**src/rtl/difftest_wb_pkg.sv**
```systemverilog
// Shared types and helpers for the integer-writeback difftest collector.
// Holds the writeback entry type, default sizing and a port popcount helper.
package difftest_wb_pkg;

   localparam int DEFAULT_PORTS = 2;
   localparam int DEFAULT_DEPTH = 8;
   localparam int MAX_PORTS     = 4;
   localparam int WB_ADDR_W     = 5;
   localparam int WB_DATA_W     = 64;

   typedef struct packed {
      logic [WB_ADDR_W-1:0] addr;
      logic [WB_DATA_W-1:0] data;
   } wb_entry_t;

   // Number of set bits in a per-port valid vector (at most MAX_PORTS ports).
   function automatic logic [2:0] popcount_ports(input logic [MAX_PORTS-1:0] v);
      logic [2:0] n;
      n = '0;
      for (int i = 0; i < MAX_PORTS; i++) begin
         n = n + {2'b00, v[i]};
      end
      return n;
   endfunction

endpackage

```
**src/rtl/difftest_wb_fifo.sv**
```systemverilog
// Multi-write, single-read circular buffer with occupancy count.
// Set push bits are packed into consecutive slots from the write pointer in ascending port order.
module difftest_wb_fifo
   import difftest_wb_pkg::*;
#(
   parameter int NUM_PORTS = DEFAULT_PORTS,
   parameter int DEPTH     = DEFAULT_DEPTH,
   parameter int ADDR_W    = WB_ADDR_W,
   parameter int DATA_W    = WB_DATA_W,
   localparam int PTR_W    = $clog2(DEPTH)
) (
   input  logic                          clock,
   input  logic                          reset,
   input  logic [NUM_PORTS-1:0]          push,
   input  logic [NUM_PORTS*ADDR_W-1:0]   wr_addr,
   input  logic [NUM_PORTS*DATA_W-1:0]   wr_data,
   input  logic                          pop,
   output logic [ADDR_W-1:0]             head_addr,
   output logic [DATA_W-1:0]             head_data,
   output logic [PTR_W:0]                count
);

   logic [ADDR_W-1:0] addr_mem [DEPTH];
   logic [DATA_W-1:0] data_mem [DEPTH];

   logic [PTR_W-1:0] wr_ptr_q, wr_ptr_d;
   logic [PTR_W-1:0] rd_ptr_q, rd_ptr_d;
   logic [PTR_W:0]   count_q, count_d;
   logic [PTR_W-1:0] slot [NUM_PORTS];
   logic [PTR_W:0]   push_n;
   logic             do_pop;

   // NOTE: every variable gets a default at the top of the block so no path leaves it unassigned (no latch).
   always_comb begin
      push_n = '0;
      for (int i = 0; i < NUM_PORTS; i++) begin
         slot[i] = wr_ptr_q + push_n[PTR_W-1:0];
         push_n  = push_n + (PTR_W+1)'(push[i]);
      end
      do_pop   = pop && (count_q != '0);
      wr_ptr_d = wr_ptr_q + push_n[PTR_W-1:0];
      rd_ptr_d = rd_ptr_q + PTR_W'(do_pop);
      count_d  = count_q + push_n - (PTR_W+1)'(do_pop);
   end

   // NOTE: sequential state uses non-blocking assignments so all flops update from pre-edge values.
   always_ff @(posedge clock or negedge reset) begin
      if (!reset) begin
         wr_ptr_q <= '0;
         rd_ptr_q <= '0;
         count_q  <= '0;
      end else begin
         wr_ptr_q <= wr_ptr_d;
         rd_ptr_q <= rd_ptr_d;
         count_q  <= count_d;
      end
   end

   // NOTE: storage is deliberately not reset; entry validity is carried by count alone.
   always_ff @(posedge clock) begin
      for (int i = 0; i < NUM_PORTS; i++) begin
         if (push[i]) begin
            addr_mem[slot[i]] <= wr_addr[i*ADDR_W +: ADDR_W];
            data_mem[slot[i]] <= wr_data[i*DATA_W +: DATA_W];
         end
      end
   end

   assign head_addr = addr_mem[rd_ptr_q];
   assign head_data = data_mem[rd_ptr_q];
   assign count     = count_q;

endmodule

```
**src/rtl/difftest_int_wb_collector.sv**
```systemverilog
// Collects per-cycle integer writebacks into a FIFO and drains one per cycle to the difftest sink.
// Optional build macro DIFFTEST_WB_FILTER_X0_EN drops x0 writebacks before they are accepted.
module difftest_int_wb_collector
   import difftest_wb_pkg::*;
#(
   parameter int NUM_PORTS = DEFAULT_PORTS,
   parameter int DEPTH     = DEFAULT_DEPTH,
   parameter int DATA_W    = WB_DATA_W,
   parameter int ADDR_W    = WB_ADDR_W,
   parameter int CNT_W     = 16
) (
   input  logic                          clock,
   input  logic                          reset,
   input  logic [7:0]                    io_coreid,
   input  logic [NUM_PORTS-1:0]          in_valid,
   input  logic [NUM_PORTS*ADDR_W-1:0]   in_address,
   input  logic [NUM_PORTS*DATA_W-1:0]   in_data,
   output logic                          in_ready,
   input  logic                          out_ready,
   output logic                          out_enable,
   output logic                          out_valid,
   output logic [ADDR_W-1:0]             out_address,
   output logic [DATA_W-1:0]             out_data,
   output logic [7:0]                    out_coreid,
   output logic [CNT_W-1:0]              overflow_cnt,
   output logic                          overflow_sticky
);

   localparam int PTR_W = $clog2(DEPTH);
   localparam logic [PTR_W:0] DEPTH_C = (PTR_W+1)'(DEPTH);
   localparam logic [PTR_W:0] PORTS_C = (PTR_W+1)'(NUM_PORTS);

   logic [NUM_PORTS-1:0] accepted;
   logic [NUM_PORTS-1:0] push;
   logic                 ready_raw;
   logic [2:0]           drop_n;
   logic [CNT_W:0]       cnt_sum;
   logic                 head_valid;
   logic [ADDR_W-1:0]    head_addr;
   logic [DATA_W-1:0]    head_data;
   logic [PTR_W:0]       count;

   logic [CNT_W-1:0]  overflow_cnt_q, overflow_cnt_d;
   logic              overflow_sticky_q, overflow_sticky_d;
   logic [7:0]        coreid_q, coreid_d;
   logic [ADDR_W-1:0] last_addr_q, last_addr_d;
   logic [DATA_W-1:0] last_data_q, last_data_d;

   difftest_wb_fifo #(
      .NUM_PORTS (NUM_PORTS),
      .DEPTH     (DEPTH),
      .ADDR_W    (ADDR_W),
      .DATA_W    (DATA_W)
   ) u_fifo (
      .clock     (clock),
      .reset     (reset),
      .push      (push),
      .wr_addr   (in_address),
      .wr_data   (in_data),
      .pop       (out_ready),
      .head_addr (head_addr),
      .head_data (head_data),
      .count     (count)
   );

   always_comb begin
      accepted = '0;
`ifdef DIFFTEST_WB_FILTER_X0_EN
      for (int i = 0; i < NUM_PORTS; i++) begin
         accepted[i] = in_valid[i] && (in_address[i*ADDR_W +: ADDR_W] != '0);
      end
`else
      accepted = in_valid;
`endif
      // Space is judged on the registered count only; a same-cycle pop earns no credit.
      ready_raw = (DEPTH_C - count) >= PORTS_C;
      push      = ready_raw ? accepted : '0;
      drop_n    = ready_raw ? 3'd0 : popcount_ports(MAX_PORTS'(accepted));

      cnt_sum           = {1'b0, overflow_cnt_q} + (CNT_W+1)'(drop_n);
      overflow_cnt_d    = cnt_sum[CNT_W] ? '1 : cnt_sum[CNT_W-1:0];
      overflow_sticky_d = overflow_sticky_q | (drop_n != 3'd0);

      head_valid  = (count != '0);
      last_addr_d = head_valid ? head_addr : last_addr_q;
      last_data_d = head_valid ? head_data : last_data_q;
      coreid_d    = io_coreid;
   end

   always_ff @(posedge clock or negedge reset) begin
      if (!reset) begin
         overflow_cnt_q    <= '0;
         overflow_sticky_q <= 1'b0;
         coreid_q          <= '0;
         last_addr_q       <= '0;
         last_data_q       <= '0;
      end else begin
         overflow_cnt_q    <= overflow_cnt_d;
         overflow_sticky_q <= overflow_sticky_d;
         coreid_q          <= coreid_d;
         last_addr_q       <= last_addr_d;
         last_data_q       <= last_data_d;
      end
   end

   // in_ready is held low while reset is asserted so every output reads 0 in reset.
   assign in_ready        = reset & ready_raw;
   assign out_enable      = head_valid;
   assign out_valid       = head_valid;
   assign out_address     = head_valid ? head_addr : last_addr_q;
   assign out_data        = head_valid ? head_data : last_data_q;
   assign out_coreid      = coreid_q;
   assign overflow_cnt    = overflow_cnt_q;
   assign overflow_sticky = overflow_sticky_q;

endmodule

```
**config.mk**
```make
export PLATFORM = sky130hd
export DESIGN_NAME = difftest_int_wb_collector
export DESIGN_NICKNAME = d
export VERILOG_FILES = /design/src/rtl/difftest_wb_pkg.sv /design/src/rtl/difftest_wb_fifo.sv /design/src/rtl/difftest_int_wb_collector.sv
export SDC_FILE = /design/constraint.sdc
export NUM_CORES = 1
export LEC_CHECK = 0
export ABC_AREA = 1
export CAP_MARGIN = 20
export CORE_MARGIN = 3
export CORE_UTILIZATION = 23
export CTS_BUF_LIST = sky130_fd_sc_hd__clkbuf_8
export DETAILED_ROUTE_END_ITERATION = 12
export PLACE_DENSITY = 0.44
export RECOVER_POWER = 50
export SLEW_MARGIN = 40
export SYNTH_ARGS = -nofsm -noshare
export SYNTH_HDL_FRONTEND = slang
export SYNTH_SLANG_ARGS = --single-unit
```
**constraint.sdc**
```tcl
create_clock -name clock -period 5.85 [get_ports clock]
set_clock_uncertainty 0.2 [all_clocks]
set_input_delay 0.8775 -clock clock [delete_from_list [all_inputs] [get_ports clock]]
set_output_delay 0.8775 -clock clock [all_outputs]
set_load 0.02 [all_outputs]
```
==> results.tsv <==
metric	value	unit
status	finished, violations left	
violations	max-capacitance violations, max-slew violations	
clk-insertion-delay-late	0.85	ns
power.density	607.3	nW/µm²
initial_utilization	0.2321	
synth.net_count	4426	
slew_viol_final	442	
startpoint_type	register	
fin_hold_ws	0.2738	ns
first_global_vias	30650	
min-delay-start	last_data_q[8]	
num_rows	144	
core	154600	µm²
worst_pin_slew	2.597	ns
grt_pass1_wl	210.8	mm
final-hold-violation-count	0	
syn_avg_cell_area	8.432	µm²
clkPwrFrac	0.182	
min_to	last_data_q[8]	
gr-usage-all-layers	0.1736	
dieArea	160800	µm²
wl_per_cell	22.41	µm
hold_depth	2	
synth_top_family_by_area	simple AND/OR/NAND/NOR gates	
antenna_found_initial	22	
switching_share	0.4760	
yosysUniqueCellTypes	28	
netlist_area	35880	µm²
finalPower	25.41	mW
setup_tns	0	ns
syn_to_final_growth	16.61	%
crit_chain	inv_1 -> ha_1 -> nand2_1 -> nand2_1 -> nor2_1 -> nand3_4 -> buf_4 -> buf_12 -> buf_16 -> and2_1 -> clkdlybuf4s50_1	
synth_top_area_share	0.4620	
cpPeakStageDelay	0.63	ns
fin_crit_sh	0.9340	
routabilityCongestion	0.7560	
reg2reg_slack	0.50	ns
post_cts_resized	0	
cap_violations	12	
p_sw	12.09	mW
p_comb_frac	0.506	
clockRootBuffer	clkbuf_8	
r2r_cells	16	
rsz0062_at_grt	false	
synthTopCellsByArea	edfxtp_1, nand2_1, nand4_1	
grt_max_degree	194	
dpl.hpwl	77.73	mm
post_cts_buffers	0	
synth-simple-area-share	0.3377	
timing.rr.end	u_fifo.data_mem[2][47]	
synthMuxAreaShare	0	
cp_max_fo	107	
relSlewSlack	-0.7316	
yosysWarnings	0	
synth_seq_cells	656	
htreeDepth	4	
r2r-start	u_fifo.count[0]	
io_buffers	247	
io_pins	248	
cts_hold_buf	1	
ant_nets	0	
die_x	401.0	µm
nNetsFinal	4392	
post-synth-top-area-cell	edfxtp_1	
synth_xor_area_frac	0.002685	
drt-pass1-iter-count	6	
cp.required	4.77	ns
overflow	0	
clock_path_buffers	3	
cts_tree	yes	
drc	0	
hold_class	register to register	
drtIter0Drc	2664	
p_int	13.31	mW
via_per_inst	4.847	
period_minus_slack	5.464	ns
p_seq_frac	0.311	
clock.fmax	0.1830	GHz
clock_sinks	656	
ir_drop	0.3991	mV
vias	30950	
crit_top_cell	nand2_1	
dpl_cell_area	39380	µm²
dp_slack	0.9544	ns
finalSetupViolCount	0	
end_kind	output port	
syn_inst	4255	
worstSetupPathType	register to output port	
synth_compound_area_frac	0.03550	
path_clk_slew	0.05	ns
synth-seq-area-share	0.5346	
postLayoutCellArea	41840	µm²
setup_ws	0.3864	ns
slowest_stage	buf_4	
routed_wl	143.1	mm
die_h	401.0	µm
p_leak	17.38	nW
cts_made_buffers	135	
drive_gt1_frac	0.06101	
synthAdderAreaFrac	0.007603	
cp.arrival	4.39	ns
cell usage in the layout (no fill, tap or decap), types with 38 or more instances in the layout:
cell type / instances
nand2_1: 1616
nand4_1: 565
edfxtp_1: 552
nor2_1: 302
nand3_1: 228
clkdlybuf4s50_1: 212
inv_1: 167
clkbuf_8: 148
o21ai_0: 127
dfrtp_1: 103
o211ai_1: 51
buf_4: 38
Yosys cell counts:
master and instances:
nand4_1 565, edfxtp_1 552, nand3_2 13, nand3_1 224, ha_1 17, clkinv_1 1, dfrtp_1 104, buf_6 27
and2_1 3, o21ai_0 127, nand2_2 1, buf_2 306, nand2_1 1619, buf_1 28, nor3_1 5, nor2_1 294
inv_2 4, fa_1 3, a21oi_1 19, o211ai_1 51, clkbuf_1 118, nor3_2 1, xnor2_1 2, inv_1 101
o21ai_1 32, nor2_4 8, buf_4 21, xor2_1 9
power by group through the flow:
stage          clock network (mW)  registers, mW  logic, mW
2_1_floorplan                   0           7.90       7.80
3_3_place_gp                    0           7.99       12.9
3_5_place_dp                    0           7.96       13.1
4_1_cts                      4.80           7.87       13.1
5_1_grt                      4.98           8.05       14.0
6_report                     4.63           7.91       12.9
layout make-up:
class	count	area [µm²]
Multi-Input combinational cell	2993	13770
Sequential cell	656	19180
Clock buffer	148	2037
Timing Repair Buffer	329	3374
Clock inverter	95	454.2
Tap cell	2044	2557
Fill cell	16560	112800
Antenna cell	14	35.03
Inverter	106	427.9
worst max path at each step:
stage	from	endpoint	slack, ns	cells past startpoint
floorplan	u_fifo.count[1]	u_fifo.addr_mem[0][0]	1.18	16
global placement	in_valid[0]	u_fifo.data_mem[0][6]	1.05	10
detailed placement	in_valid[0]	u_fifo.data_mem[0][6]	0.95	10
CTS	u_fifo.count[0]	in_ready	0.46	10
global route	u_fifo.rd_ptr_q[0]	out_data[59]	0.09	11
finish	u_fifo.count[0]	in_ready	0.39	11
kinds of logic (layout without fill, tap and decap cells):
logic type,count (synthesis),after routing
xor gates and xnor gates,11,11
DFF,656,656
adders and majority gates,20,20
AOI/OAI and AO/OA,229,229
other,0,14
buffers and inverters,606,678
and+or+nand+nor,2733,2733
registers in the layout, indices dropped and copies added, names as in the netlist:
name,cells
u_fifo.count,4
u_fifo.data_mem,512
u_fifo.wr_ptr_q,3
out_coreid,8
u_fifo.addr_mem,40
last_addr_q,5
u_fifo.rd_ptr_q,3
overflow_cnt,16
overflow_sticky,1
last_data_q,64
per-stage QoR:
stage,util,std cells
final,0.2706,6385
after global routing,0.2705,6378
after CTS,0.2709,6367
after detailed placement,0.2548,6123
after global placement,0.2542,6121
after floorplan,-,4255
per-layer routing:
| layer | vias up | track usage | part of all wire |
|---|---|---|---|
| li1 | 14510 | - | - |
| met4 | 4 | 0.06134 | 0.028 |
| met1 | 15080 | 0.2315 | 0.45 |
| met2 | 1105 | 0.2796 | 0.46 |
| met3 | 252 | 0.03428 | 0.062 |
| met5 | - | 0 | 0.00019 |
critical path, delay by kind of cell (launching register included):
kind / cells / cell delay [ns]
flip-flops: 1 / 0.37
AND/OR/NAND/NOR: 5 / 0.54
adder cells (fa/ha/maj): 1 / 0.25
buffers and inverters: 5 / 2.16
Note: power is estimated with default switching activity, not from simulation.
